$ cat config.mk
export PLATFORM = sky130hd
export DESIGN_NAME = serial_operand_adder
export DESIGN_NICKNAME = d
export VERILOG_FILES = /design/src/rtl/serial_operand_adder.sv
export SDC_FILE = /design/constraint.sdc
export NUM_CORES = 1
export LEC_CHECK = 0
export BUFFER_PORTS_ARGS = -buffer_cell sky130_fd_sc_hd__buf_2
export CAP_MARGIN = 10
export CORE_MARGIN = 2
export CORE_UTILIZATION = 30
export CTS_CLUSTER_DIAMETER = 100
export DETAILED_ROUTE_END_ITERATION = 12
export PLACE_DENSITY_LB_ADDON = 0.25
export SETUP_SLACK_MARGIN = 0.3
export SYNTH_ARGS = -nofsm -noshare
export SYNTH_HDL_FRONTEND = slang
export SYNTH_SLANG_ARGS = --single-unit
$ cat constraint.sdc
create_clock -name clk -period 4.4 [get_ports clk]
set_input_delay 0.66 -clock clk [delete_from_list [all_inputs] [get_ports clk]]
set_output_delay 0.66 -clock clk [all_outputs]
set_load 0.01 [all_outputs]
$ cat src/rtl/serial_operand_adder.sv
// Byte-serial add/subtract unit: operands loaded slice by slice,
// result computed LSB slice first and read back through a select port.
module serial_operand_adder #(
  parameter  int DATA_W = 32,
  parameter  int BYTE_W = 8,
  localparam int NBYTES = DATA_W / BYTE_W,
  localparam int SEL_W  = (NBYTES > 1) ? $clog2(NBYTES) : 1
) (
  input  logic              clk,
  input  logic              rst,
  input  logic [BYTE_W-1:0] inp,
  input  logic              set_a,
  input  logic              set_b,
  input  logic              clr,
  input  logic              op,
  input  logic              cin,
  input  logic              start,
  input  logic [SEL_W-1:0]  select,
  output logic [BYTE_W-1:0] out,
  output logic              cout,
  output logic              full_a,
  output logic              full_b,
  output logic              busy,
  output logic              done
);

  localparam logic [SEL_W-1:0] LAST = SEL_W'(NBYTES - 1);

  typedef enum logic [1:0] {
    IDLE,
    CALC,
    FIN
  } state_t;

  state_t state, nxt;

  logic [DATA_W-1:0] num_a, num_b, res;
  logic [SEL_W-1:0]  cnt_a, cnt_b, k;
  logic              sa_q, sb_q;
  logic              op_q, carry;
  logic              ld_a, ld_b, go;
  logic [BYTE_W-1:0] a_k, b_k;
  logic [BYTE_W:0]   sum;

  assign ld_a = set_a & ~sa_q & ~full_a & (state != CALC);
  assign ld_b = set_b & ~sb_q & ~full_b & (state != CALC);
  assign go   = start & full_a & full_b;

  always_ff @(posedge clk or posedge rst) begin
    if (rst) state <= IDLE;
    else     state <= nxt;
  end

  always_comb begin
    nxt = state;
    unique case (state)
      IDLE:    if (go) nxt = CALC;
      CALC:    if (k == LAST) nxt = FIN;
      FIN:     nxt = IDLE;
      default: nxt = IDLE;
    endcase
    if (clr) nxt = IDLE;
  end

  always_comb begin
    busy = (state == CALC);
    done = (state == FIN);
  end

  // Current slice of each operand and its BYTE_W+1 bit sum
  always_comb begin
    a_k = '0;
    b_k = '0;
    for (int i = 0; i < NBYTES; i++) begin
      if (k == i[SEL_W-1:0]) begin
        a_k = num_a[i*BYTE_W +: BYTE_W];
        b_k = num_b[i*BYTE_W +: BYTE_W];
      end
    end
    sum = {1'b0, a_k}
        + {1'b0, (op_q ? ~b_k : b_k)}
        + {{BYTE_W{1'b0}}, carry};
  end

  always_comb begin
    out = '0;
    for (int i = 0; i < NBYTES; i++) begin
      if (select == i[SEL_W-1:0])
        out = res[i*BYTE_W +: BYTE_W];
    end
  end

  always_ff @(posedge clk or posedge rst) begin
    if (rst) begin
      num_a  <= '0;
      num_b  <= '0;
      res    <= '0;
      cnt_a  <= '0;
      cnt_b  <= '0;
      k      <= '0;
      sa_q   <= 1'b0;
      sb_q   <= 1'b0;
      full_a <= 1'b0;
      full_b <= 1'b0;
      op_q   <= 1'b0;
      carry  <= 1'b0;
      cout   <= 1'b0;
    end else begin
      sa_q <= set_a;
      sb_q <= set_b;
      if (clr) begin
        cnt_a  <= '0;
        cnt_b  <= '0;
        full_a <= 1'b0;
        full_b <= 1'b0;
      end else begin
        if (ld_a) begin
          for (int i = 0; i < NBYTES; i++)
            if (cnt_a == i[SEL_W-1:0])
              num_a[i*BYTE_W +: BYTE_W] <= inp;
          if (cnt_a == LAST) begin
            full_a <= 1'b1;
            cnt_a  <= '0;
          end else begin
            cnt_a <= cnt_a + 1'b1;
          end
        end
        if (ld_b) begin
          for (int i = 0; i < NBYTES; i++)
            if (cnt_b == i[SEL_W-1:0])
              num_b[i*BYTE_W +: BYTE_W] <= inp;
          if (cnt_b == LAST) begin
            full_b <= 1'b1;
            cnt_b  <= '0;
          end else begin
            cnt_b <= cnt_b + 1'b1;
          end
        end
        if (state == IDLE && go) begin
          op_q  <= op;
          k     <= '0;
          carry <= op | cin;
        end
        if (state == CALC) begin
          for (int i = 0; i < NBYTES; i++)
            if (k == i[SEL_W-1:0])
              res[i*BYTE_W +: BYTE_W] <= sum[BYTE_W-1:0];
          carry <= sum[BYTE_W];
          k     <= k + 1'b1;
          // Operands are consumed: flags drop so the next load can begin
          if (k == LAST) begin
            cout   <= sum[BYTE_W];
            full_a <= 1'b0;
            full_b <= 1'b0;
          end
        end
      end
    end
  end

endmodule

# ---- Word level (Yosys, flattened, before mapping)
# Index checks and enable logic that the tools add are counted.
# Widths: inputs -> output; s select.
dict set report totals {
  elab_cells 121
  ff_bits 111
  out_inout_bits 13
}
dict set report op_classes {
  bitwise 15
  n_reduce_logical 24
  muxes 37
  add_sub_neg 5
  eq_ne 17
}
# operator count
set ops {}
lappend ops {{$mux 8} 13}
lappend ops {{$reduce_and 3->1} 12}
lappend ops {{$mux 2} 11}
lappend ops {{$eq 2x2->1 const B} 9}
lappend ops {{$mux 1} 12}
lappend ops {{$eq 2x1->1 const B} 5}
lappend ops {{$logic_not 2->1} 5}
lappend ops {{$add 8x8->9} 1}
lappend ops {{$add 9x1->9} 1}
lappend ops {{$and 1x1->1} 8}
lappend ops {{$not 8->8} 1}
lappend ops {{$add 2x1->2 const B} 3}
lappend ops {{$reduce_and 2->1} 3}
lappend ops {{$reduce_bool 2->1} 3}
lappend ops {{$not 1->1} 5}
lappend ops {{$pmux 2 s2} 1}
lappend ops {{$ne 3x2->1 const B} 1}
lappend ops {{$ne 3x3->1 const B} 1}
lappend ops {{$ne 2x1->1 const B} 1}
lappend ops {{$logic_and 1x1->1} 1}
lappend ops {{$or 1x1->1} 1}

# ---- Logic depth before layout (Yosys ltp)
# Gate-level depths: netlist (run 1).
dict set report depth {
  depth_word 10
  mapped_depth 16
  depth_no_buf 14
}

# ---- Worst setup path before layout (run 1)
# OpenSTA, ideal clock, no wires.
dict set report synth_path {
  kind {register to register}
  start {reg k[0]}
  end {reg carry}
  path_slack_ns 1.154
  setup_time_ns 0.104
  stages_incl_launch_ff 17
  path_buffers 2
  arrival_ns 3.142
  synth_period_minus_slack_ns 3.246
  path_cell_list {dfrtp_1 -> inv_1 -> ha_1 -> clkbuf_1 -> clkbuf_1 -> nand3b_1 -> a21oi_1 -> a21oi_1 -> nor2_1 -> a21oi_1 -> fa_1 -> fa_1 -> nor2b_1 -> nor3_1 -> o21ai_0 -> a31oi_1 -> a221oi_1}
}
dict set report synth_via {
  elab_chain_cells 10
}
# item line_no
set synth_rtl {}
lappend synth_rtl {{from (decl)} 38} ;# logic [SEL_W-1:0] cnt_a, cnt_b, k;
lappend synth_rtl {{from (signal assigned)} 149} ;# k <= k + 1'b1;
lappend synth_rtl {{$logic_not 2->1} 75} ;# if (k == i[SEL_W-1:0]) begin
lappend synth_rtl {{$mux 8 (4 in a row)} 75}
lappend synth_rtl {{$not 8->8} 81} ;# + {1'b0, (op_q ? ~b_k : b_k)}
lappend synth_rtl {{$mux 8} 81}
lappend synth_rtl {{$add 8x8->9 *} 81}
lappend synth_rtl {{$add 9x1->9 *} 82} ;# + {{BYTE_W{1'b0}}, carry};
lappend synth_rtl {{$mux 1 *} 144} ;# if (state == CALC) begin
lappend synth_rtl {{to (signal assigned)} 142} ;# carry <= op | cin;
lappend synth_rtl {{to (signal assigned)} 148} ;# carry <= sum[BYTE_W];
lappend synth_rtl {{to (decl)} 40} ;# logic op_q, carry;
# Every way passes the cells marked *; elsewhere a longest branch is shown, timed or not.
# A chain may end at the register's enable or synchronous reset.

# ---- Worst setup path in the final report (run 1)
dict set report layout_path {
  start {reg k[0]}
  end {reg res[15]}
}
dict set report layout_via {
  elab_chain_cells 9
}
# item line_no
set layout_rtl {}
lappend layout_rtl {{$logic_not 2->1} 75}
lappend layout_rtl {{$mux 8 (4 in a row)} 75}
lappend layout_rtl {{$not 8->8} 81}
lappend layout_rtl {{$mux 8} 81}
lappend layout_rtl {{$add 8x8->9} 81}
lappend layout_rtl {{$add 9x1->9} 82}
lappend layout_rtl {{to (signal, indexed assignment)} 147} ;# res[i*BYTE_W +: BYTE_W] <= sum[BYTE_W-1:0];
lappend layout_rtl {{to (decl)} 37} ;# logic [DATA_W-1:0] num_a, num_b, res;
# Several ways; a longest one is shown, not always the timed one.

==> impl_metrics.tcl, run 1 <==
set metrics [dict create \
    place.detailed.instances 731 \
    gp_routability_congestion 0.832 \
    route.antenna.remaining_nets 0 \
    p_per_area_mw_per_mm2 404 \
    fin_skew_ps 10.1 \
    worstSkewPairLatency_ps 360 \
    detail_route.iter0.violations 209 \
    final_nets 552 \
    start_util 0.307 \
    via_count_of_the_first_global_routing_pass 3793 \
    maxCapViolations 0 \
    post_cts_buffers 0 \
    maxSlewHeadroom 0.531 \
    crit_arrival_ps 3900 \
    layout.cells.most_common "sky130_fd_sc_hd__dfrtp_1" \
    mappedNetlistNets 526 \
    timing.final.crit_period_ps 3600 \
    cellLeakagePower_nw 2.92 \
    die-height_um 140 \
    grt_util_all_layers 0.139 \
    switching_power_summed_over_all_nets_mw 0.735 \
    post_cts_resized 0 \
    finalHoldViolations 0 \
    final_min_period_over_clock_period 0.819 \
    die-width_um 140 \
    detailedPlacementHpwl_um 9000 \
    cts_buffers 9 \
    coreArea_mm2 0.0180 \
    path_cells "inv_1 -> ha_1 -> buf_4 -> a21oi_1 -> a22oi_1 -> xnor2_1 -> ha_1 -> a21oi_1 -> inv_1 -> o311a_1 -> a211oi_2 -> mux2_2" \
    fill_cells 1786 \
    yosysWarnings 0 \
    synth_area_per_cell_um2 11.3 \
    outcome "complete, no violations" \
    root_buffer "sky130_fd_sc_hd__clkbuf_16" \
    synthToLayoutAreaGrowth_pct 12.7 \
    antenna_found_initial 0 \
    r2r_start "k[0]$_DFFE_PP0P_" \
    drt-vias-per-instance 4.88 \
    met3RoutedLength_um 408 \
    drt-met1-wl_um 6190 \
    cts.path.max_buffers 2 \
    setup_total_neg_slack_ps 0 \
    crit_path_end_kind "flop" \
    numClockSinks 111 \
    dr_total_vias 3647 \
    r2r.worst_path.cells 12 \
    drive_gt1_frac 0.274 \
    power.switching_fraction 0.293 \
    fp-row-count 49 \
    fp.dieArea_mm2 0.0195 \
    postCtsHoldBufs 0 \
    final_cell_count_without_fillers 747 \
    grt_max_degree 51 \
    timing.reg2reg.setup_slack_ps 800 \
    pwr-share-comb 0.207 \
    unrepaired_setup_endpoints_after_global_routing "no" \
    grt_first_pass_wirelength_um 21000 \
    postRouteWirelength_um 12800 \
    worst_hold_path_type "primary input to asynchronous set/reset pin" \
    mappedNetlistArea_mm2 0.00551 \
    internal-power_mw 1.77 \
    wl_met2_um 6030 \
    tritoncts_clock_tree "yes" \
    worst-setup-path-type "flop to flop" \
    numPortBuffers 30 \
    drc_errors 0 \
    ioPinCount 31 \
    vdd_ir_drop_max_mv 0.214 \
    synthDistinctLibCells 39 \
    postSynthRegisterBits 111 \
    regToRegEndpoint "res[15]$_DFFE_PP0P_" \
    setup-violations-final 0 \
    tightestPinTransition_ps 704 \
    highest_routed_layer "met4" \
    diodes 0 \
    ctsHtreeMaxLevel 3 \
    synth-seq-area-share 0.504 \
    path_clk_slew_ps 70 \
    max_stage_delay_ps 620 \
    worstPathRequired_ps 4700 \
    fmax_mhz 278 \
    first_pass_iters 4 \
    power_frac_seq 0.471 \
    detail_route.wl_per_cell_um 17.1 \
    final_cell_mix "sky130_fd_sc_hd__dfrtp_1 (111), sky130_fd_sc_hd__mux2_2 (65), sky130_fd_sc_hd__nand2_1 (64), sky130_fd_sc_hd__a21oi_1 (47), sky130_fd_sc_hd__o21ai_0 (46)" \
    power.share.clock 0.323 \
    cp_slowest_cell "sky130_fd_sc_hd__ha_1" \
    slew_violations 0 \
    postSynthCellCount 487 \
    worst-path-max-fanout 18 \
    setup.worst_path.start_class "flop" \
    grt_remaining_overflow 0 \
]
-- state kept, by name, summed over array words and instances, names as in the netlist --
name / count
state: 2
cout: 1
carry: 1
full_a: 1
sb_q: 1
sa_q: 1
cnt_a: 2
full_b: 1
num_b: 32
op_q: 1
num_a: 32
k: 2
res: 32
cnt_b: 2
-- per-stage QoR --
step | hold WS, ps | instance area [um2] | power (mW) | setup slack (ps) | util
2_1_floorplan | 445 | 5510 | 1.57 | 809 | -
3_3_place_gp | 457 | 5910 | 1.71 | 944 | 0.329
3_5_place_dp | 469 | 5910 | 1.72 | 824 | 0.329
4_1_cts | 333 | 6210 | 2.54 | 799 | 0.346
5_1_grt | 355 | 6210 | 2.66 | 492 | 0.346
6_report | 316 | 6210 | 2.51 | 796 | 0.346
-- power by group through the flow --
stage	registers [mW]	logic [mW]	clock network (mW)
2_1_floorplan	1.18	0.389	0
3_3_place_gp	1.20	0.510	0
3_5_place_dp	1.20	0.520	0
4_1_cts	1.18	0.523	0.837
5_1_grt	1.19	0.584	0.879
6_report	1.18	0.519	0.809
-- per-layer routing --
layer	vias up	track usage
li1	1747	-
met1	1843	0.189
met2	48	0.224
met3	9	0.0334
met4	0	0.0362
met5	-	0
-- critical path, delay by kind of cell, from the launching register on --
| kind | cells | cell delay [ps] |
|---|---|---|
| XOR/XNOR | 1 | 100 |
| flip-flops | 1 | 430 |
| multiplexers | 1 | 220 |
| adder cells (fa/ha/maj) | 2 | 1010 |
| buffers and inverters | 3 | 540 |
| AO/OA/AOI/OAI | 5 | 1230 |
-- cells in the mapped netlist (all sizes together) --
library cell	count	share of area
a221oi	1	0.0016
dfrtp	111	0.50
nor3	3	0.0027
a21o	3	0.0041
a21oi	47	0.043
xnor2	9	0.014
clkbuf	18	0.012
o311a	1	0.0018
nor2	10	0.0073
nand2	72	0.060
o21ai	46	0.042
a22oi	8	0.011
o211ai	2	0.0027
buf	3	0.0025
mux2	70	0.14
xor2	4	0.0064
a211oi	1	0.0023
inv	21	0.014
nor2b	3	0.0034
fa	2	0.0073
mux4	8	0.033
nor3b	4	0.011
nor4	1	0.0011
a31oi	1	0.0011
nand2b	4	0.0059
nor4b	1	0.0016
a211o	1	0.0016
ha	19	0.043
nand3	3	0.0027
or3	1	0.0011
nand3b	8	0.011
o31ai	1	0.0014
-- worst max-delay path by stage --
stage                     slack (ps)              from                  end  cells past startpoint
after global placement           940  k[0]$_DFFE_PP0P_   res[6]$_DFFE_PP0P_                     13
after global routing             490  k[0]$_DFFE_PP0P_  res[15]$_DFFE_PP0P_                     13
after floorplan                  810               rst    carry$_DFFE_PP0P_                      1
final                            800  k[0]$_DFFE_PP0P_  res[15]$_DFFE_PP0P_                     12
after CTS                        800  k[0]$_DFFE_PP0P_    carry$_DFFE_PP0P_                     14
after detailed placement         820  k[0]$_DFFE_PP0P_    carry$_DFFE_PP0P_                     13
-- layout make-up --
cell class | count | area [um2] | share of cell area
clock inverters | 4 | 28.8 | 0.00464
multi-input cells | 334 | 2570 | 0.414
inverters | 21 | 81.3 | 0.0131
clock buffers | 12 | 267 | 0.0429
well taps | 229 | 287 | 0.0462
flip-flops and latches | 111 | 2780 | 0.447
repair buffers | 36 | 195 | 0.0314
-- logic make-up after synthesis --
kind of cell	after synthesis	share of synthesized area
adder cells (fa/ha/maj)	21	0.0504
AND/OR/NAND/NOR	110	0.108
AO/OA/AOI/OAI	112	0.112
flip-flops	111	0.504
buffers and inverters	42	0.0291
XOR/XNOR	13	0.0207
multiplexers	78	0.176
(Power assumes the default switching activity.)
==> inputs of run 2 (changes only) <==
==> constraint.sdc (replaced) <==
create_clock -name clk -period 3.45 [get_ports clk]
set_input_delay 0.5175 -clock clk [delete_from_list [all_inputs] [get_ports clk]]
set_output_delay 0.5175 -clock clk [all_outputs]
set_load 0.01 [all_outputs]
==> impl_metrics.tcl, run 2 (same netlist as run 1, synthesis figures left out) <==
set metrics [dict create \
    final_nets 563 \
    cts.path.max_buffers 2 \
    r2r.worst_path.cells 12 \
    fp-row-count 49 \
    fmax_mhz 332 \
    numClockSinks 111 \
    grt_first_pass_wirelength_um 21300 \
    setup-violations-final 0 \
    regToRegEndpoint "res[23]$_DFFE_PP0P_" \
    cellLeakagePower_nw 2.99 \
    postCtsHoldBufs 0 \
    numPortBuffers 30 \
    tightestPinTransition_ps 861 \
    ioPinCount 31 \
    detail_route.iter0.violations 139 \
    detail_route.wl_per_cell_um 17.4 \
    start_util 0.307 \
    p_per_area_mw_per_mm2 518 \
    drt-vias-per-instance 4.91 \
    coreArea_mm2 0.0180 \
    die-height_um 140 \
    worstHoldStart "set_b" \
    worstPathRequired_ps 3740 \
    min_delay_path_depth 1 \
    min_to "sb_q$_DFF_PP0_" \
    fin_skew_ps 6.81 \
    timing.final.crit_period_ps 3010 \
    crit_path_end_kind "flop" \
    postLayoutCoreUtil 0.357 \
    maxCapViolations 0 \
    diodes 0 \
    detailedPlacementHpwl_um 9030 \
    setup_total_neg_slack_ps 0 \
    route.antenna.remaining_nets 0 \
    grt_max_degree 60 \
    maxSlewHeadroom 0.425 \
    synthToLayoutAreaGrowth_pct 16.4 \
    place.detailed.instances 737 \
    final_min_period_over_clock_period 0.873 \
    path_cells "buf_4 -> ha_2 -> buf_4 -> a21oi_1 -> a22oi_2 -> xnor2_1 -> ha_1 -> o211ai_1 -> a21oi_2 -> o311a_1 -> a211oi_4 -> mux2_2" \
    cts_buffers 9 \
    tritoncts_clock_tree "yes" \
    worst-setup-path-type "flop to flop" \
    cp_slowest_cell "sky130_fd_sc_hd__dfrtp_1" \
    grt_util_all_layers 0.140 \
    outcome "complete, no violations" \
    root_buffer "sky130_fd_sc_hd__clkbuf_16" \
    path_clk_slew_ps 70 \
    fill_cells 1771 \
    ctsHtreeMaxLevel 3 \
    first_pass_iters 4 \
    postRouteWirelength_um 13100 \
    die-width_um 140 \
    antenna_found_initial 0 \
    timing.reg2reg.setup_slack_ps 440 \
    drive_gt1_frac 0.313 \
    final_cell_mix "sky130_fd_sc_hd__dfrtp_1 (111), sky130_fd_sc_hd__nand2_1 (64), sky130_fd_sc_hd__mux2_2 (64), sky130_fd_sc_hd__a21oi_1 (45), sky130_fd_sc_hd__o21ai_0 (42)" \
    worst-path-max-fanout 16 \
    grt_remaining_overflow 0 \
    drc_errors 0 \
    slew_violations 0 \
    crit_top_cell "sky130_fd_sc_hd__buf_4" \
    r2r_start "k[1]$_DFFE_PP0P_" \
    layout.cells.most_common "sky130_fd_sc_hd__dfrtp_1" \
    via_count_of_the_first_global_routing_pass 3796 \
    gp_routability_congestion 0.801 \
    finalHoldViolations 0 \
    layout_top_registers "num_a (32), num_b (32), res (32)" \
    max_stage_delay_ps 370 \
    dr_total_vias 3719 \
    setup.worst_path.start_class "flop" \
    unrepaired_setup_endpoints_after_global_routing "yes" \
    fp.dieArea_mm2 0.0195 \
    worstSkewPairLatency_ps 360 \
    final_cell_count_without_fillers 757 \
    vdd_ir_drop_max_mv 0.271 \
    crit_arrival_ps 3310 \
    worst_hold_path_type "primary input to flop" \
]
[run 2: cell count changes in the layout (fill, tap and decap cells not counted), sizes merged]
| cell | delta |
|---|---|
| bufinv | +1 |
| buf | +11 |
| inv | -1 |
| clkinv | -1 |
[run 2: stage by stage]
stage / hold slack, ps / setup WS, ps / power (mW) / cell area (um2)
CTS: 264 / 315 / 3.29 / 6270
detailed placement: 465 / 288 / 2.21 / 5970
finish: 277 / 437 / 3.33 / 6420
global route: 270 / 250 / 3.51 / 6420
global placement: 456 / 397 / 2.19 / 5970
floorplan: 445 / 329 / 2.00 / 5520
[run 2: worst max path at each step]
| stage | startpoint | slack, ps | to |
|---|---|---|---|
| 5_1_grt | k[1]$_DFFE_PP0P_ | 250 | res[23]$_DFFE_PP0P_ |
| 3_5_place_dp | k[0]$_DFFE_PP0P_ | 290 | res[7]$_DFFE_PP0P_ |
| 3_3_place_gp | k[0]$_DFFE_PP0P_ | 400 | carry$_DFFE_PP0P_ |
| 6_report | k[1]$_DFFE_PP0P_ | 440 | res[23]$_DFFE_PP0P_ |
| 2_1_floorplan | k[0]$_DFFE_PP0P_ | 330 | carry$_DFFE_PP0P_ |
| 4_1_cts | k[1]$_DFFE_PP0P_ | 310 | res[23]$_DFFE_PP0P_ |
[run 2: final cells by class]
type | count | area (um2) | share of cell area
Clock inverter | 3 | 42.5 | 0.00663
Tap cell | 229 | 287 | 0.0447
Timing Repair Buffer | 47 | 302 | 0.0470
Multi-Input combinational cell | 334 | 2670 | 0.416
Clock buffer | 12 | 256 | 0.0400
Inverter | 21 | 82.6 | 0.0129
Sequential cell | 111 | 2780 | 0.433
[run 2: per-layer routing]
metal  part of all wire  global-route usage  vias to the layer above
met5                  0                   0                        -
met4              0.015              0.0447                        0
met3              0.039              0.0306                       12
met2               0.47               0.220                       81
met1               0.48               0.193                     1858
li1                   -                   -                     1768
[run 2: critical path: cells and delay by family, from the launching register on]
kind	cells	cell delay (ps)
xor+xnor	1	160
buf+inv	2	400
flops	1	370
fa+ha+maj	2	570
mux	1	210
compound gates	6	1240
[run 2: repair_timing]
action                                  in CTS  in global routing
endpoints found under the hold margin        0                  0
gates resized for setup                      2                 25
pin swaps                                    0                  9
buffers inserted                             0                  5
endpoints found under the setup margin       8                 18
[run 2: where the power goes]
| group | total, mW | internal (mW) | switching, mW |
|---|---|---|---|
| sequential | 1.50 | 1.43 | 0.0720 |
| clock | 1.06 | 0.598 | 0.467 |
| combinational | 0.759 | 0.338 | 0.421 |
| total | 3.33 | 2.37 | 0.959 |
==> inputs of run 3 (changes only) <==
--- a/config.mk
+++ b/config.mk
@@ -5,7 +5,7 @@
 export SDC_FILE = /design/constraint.sdc
 export NUM_CORES = 1
 export LEC_CHECK = 0
-export BUFFER_PORTS_ARGS = -buffer_cell sky130_fd_sc_hd__buf_2
+export BUFFER_PORTS_ARGS = -buffer_cell sky130_fd_sc_hd__buf_4
 export CAP_MARGIN = 10
 export CORE_MARGIN = 2
 export CORE_UTILIZATION = 30
==> impl_metrics.tcl, run 3 (same netlist as run 1, synthesis figures left out) <==
set metrics [dict create \
    detailedPlacementHpwl_um 8890 \
    detail_route.wl_per_cell_um 16.9 \
    path_clk_slew_ps 70 \
    gr-usage-met1 0.188 \
    setup_total_neg_slack_ps 0 \
    root_buffer "sky130_fd_sc_hd__clkbuf_16" \
    switching_power_summed_over_all_nets_mw 0.993 \
    die-width_um 140 \
    fill_cells 1770 \
    cp_slowest_cell "sky130_fd_sc_hd__dfrtp_1" \
    drive_gt1_frac 0.314 \
    worst_slack_at_placement_ps 197 \
    grt_max_degree 67 \
    worst-path-max-fanout 17 \
    grtUsageMet3 0.0282 \
    ioPinCount 31 \
    final_min_period_over_clock_period 0.888 \
    synthToLayoutAreaGrowth_pct 18.0 \
    grt_remaining_overflow 0 \
    power.share.clock 0.323 \
    crit_arrival_ps 3360 \
    layout_top_registers "num_a (32), num_b (32), res (32)" \
    cp.buffers_inverters 3 \
    via_count_of_the_first_global_routing_pass 3708 \
    detail_route.iter0.violations 150 \
    outcome "complete, no violations" \
    finalHoldViolations 0 \
    ctsHtreeMaxLevel 3 \
    final_nets 559 \
    worst_hold_slack_ps 281 \
    final_cell_area_mm2 0.00650 \
    dr_total_vias 3662 \
    first_pass_iters 4 \
    internal-power_mw 2.36 \
    drc_errors 0 \
    slew_violations 0 \
    fin_skew_ps 9.86 \
    cts.path.max_buffers 2 \
    fmax_mhz 326 \
    drt-vias-per-instance 4.86 \
    pwr-share-comb 0.229 \
    layout.cells.most_common "sky130_fd_sc_hd__dfrtp_1" \
    die-height_um 140 \
    vdd_ir_drop_max_mv 0.361 \
    setup-violations-final 0 \
    path_cells "buf_4 -> ha_1 -> buf_6 -> a21oi_1 -> a22oi_1 -> xnor2_1 -> ha_4 -> a21oi_4 -> inv_1 -> o311a_1 -> a211oi_4 -> mux2_4" \
    diodes 0 \
    crit_path_end_kind "flop" \
    fp-row-count 49 \
    numPortBuffers 30 \
    antenna_found_initial 0 \
    instance_area_at_placement_mm2 0.00602 \
    tritoncts_clock_tree "yes" \
    power_frac_seq 0.448 \
    grt_util_met2 0.215 \
    route.antenna.remaining_nets 0 \
    cellLeakagePower_nw 3.01 \
    gp_routability_congestion 0.797 \
    cts_buffers 9 \
    coreArea_mm2 0.0180 \
    p_per_area_mw_per_mm2 515 \
    grt_first_pass_wirelength_um 20500 \
    worst-setup-path-type "flop to flop" \
    worst_hold_path_type "primary input to flop" \
    timing.reg2reg.setup_slack_ps 390 \
    power.switching_fraction 0.296 \
    setup.worst_path.start_class "flop" \
    final_cell_mix "sky130_fd_sc_hd__dfrtp_1 (110), sky130_fd_sc_hd__nand2_1 (64), sky130_fd_sc_hd__mux2_2 (62), sky130_fd_sc_hd__a21oi_1 (45), sky130_fd_sc_hd__o21ai_0 (40)" \
    grt_util_all_layers 0.136 \
    worstPathRequired_ps 3740 \
    max_stage_delay_ps 400 \
    numClockSinks 111 \
    postLayoutSetupSlackWorst_ps 386 \
    postRouteWirelength_um 12700 \
    fp.dieArea_mm2 0.0195 \
    start_util 0.307 \
    maxSlewHeadroom 0.422 \
    path_delay_family "compound AO/OA/AOI/OAI gates" \
    timing.final.crit_period_ps 3060 \
    maxCapViolations 0 \
    tightestPinTransition_ps 865 \
    worstSkewPairLatency_ps 350 \
    global_route.peak_usage_layer "met2" \
    unrepaired_setup_endpoints_after_global_routing "yes" \
]
-- run 3: timing repair --
| item | CTS | global route |
|---|---|---|
| endpoints found under the setup margin | 8 | 18 |
| pin swaps | 1 | 10 |
| resized for setup | 3 | 33 |
| hold buffers | 0 | 0 |
| setup buffers | 1 | 3 |
-- run 3: worst paths after layout --
check,from,to,cells past startpoint
worst max register to register,k[1]$_DFFE_PP0P_,res[7]$_DFFE_PP0P_,12
min in group asynchronous,rst,op_q$_DFFE_PP0P_,2
worst min register to register,res[30]$_DFFE_PP0P_,res[30]$_DFFE_PP0P_,2
worst max-delay path,k[1]$_DFFE_PP0P_,res[7]$_DFFE_PP0P_,12
max in group asynchronous,rst,num_a[4]$_DFFE_PP0P_,3
worst min-delay path,set_a,sa_q$_DFF_PP0_,1
-- run 3: area by class of cell --
cell class | count | area [um2] | share of cell area
Tap cell | 229 | 287 | 0.0441
Clock inverter | 7 | 86.3 | 0.0133
Timing Repair Buffer | 43 | 363 | 0.0558
Sequential cell | 111 | 2780 | 0.427
Inverter | 21 | 82.6 | 0.0127
Clock buffer | 9 | 225 | 0.0346
Multi-Input combinational cell | 334 | 2680 | 0.412
-- run 3: metrics by stage --
step                      std cells   util  power [mW]
after floorplan                 487      -        2.00
after global placement          734  0.335        2.19
after detailed placement        734  0.335        2.21
after CTS                       751  0.353        3.30
after global routing            754  0.362        3.53
final                           754  0.362        3.35
-- run 3: power by group through the flow --
stage	Sequential, mW	Clock [mW]	Combinational (mW)
after CTS	1.50	1.12	0.687
after global routing	1.52	1.17	0.848
after floorplan	1.50	0	0.498
after global placement	1.53	0	0.664
final	1.50	1.08	0.767
after detailed placement	1.53	0	0.679
-- run 3: layer usage --
layer  wire, um  up-vias
met5          0        -
met4        229        0
met3        433       15
met2       5960       65
met1       6100     1809
li1           -     1773
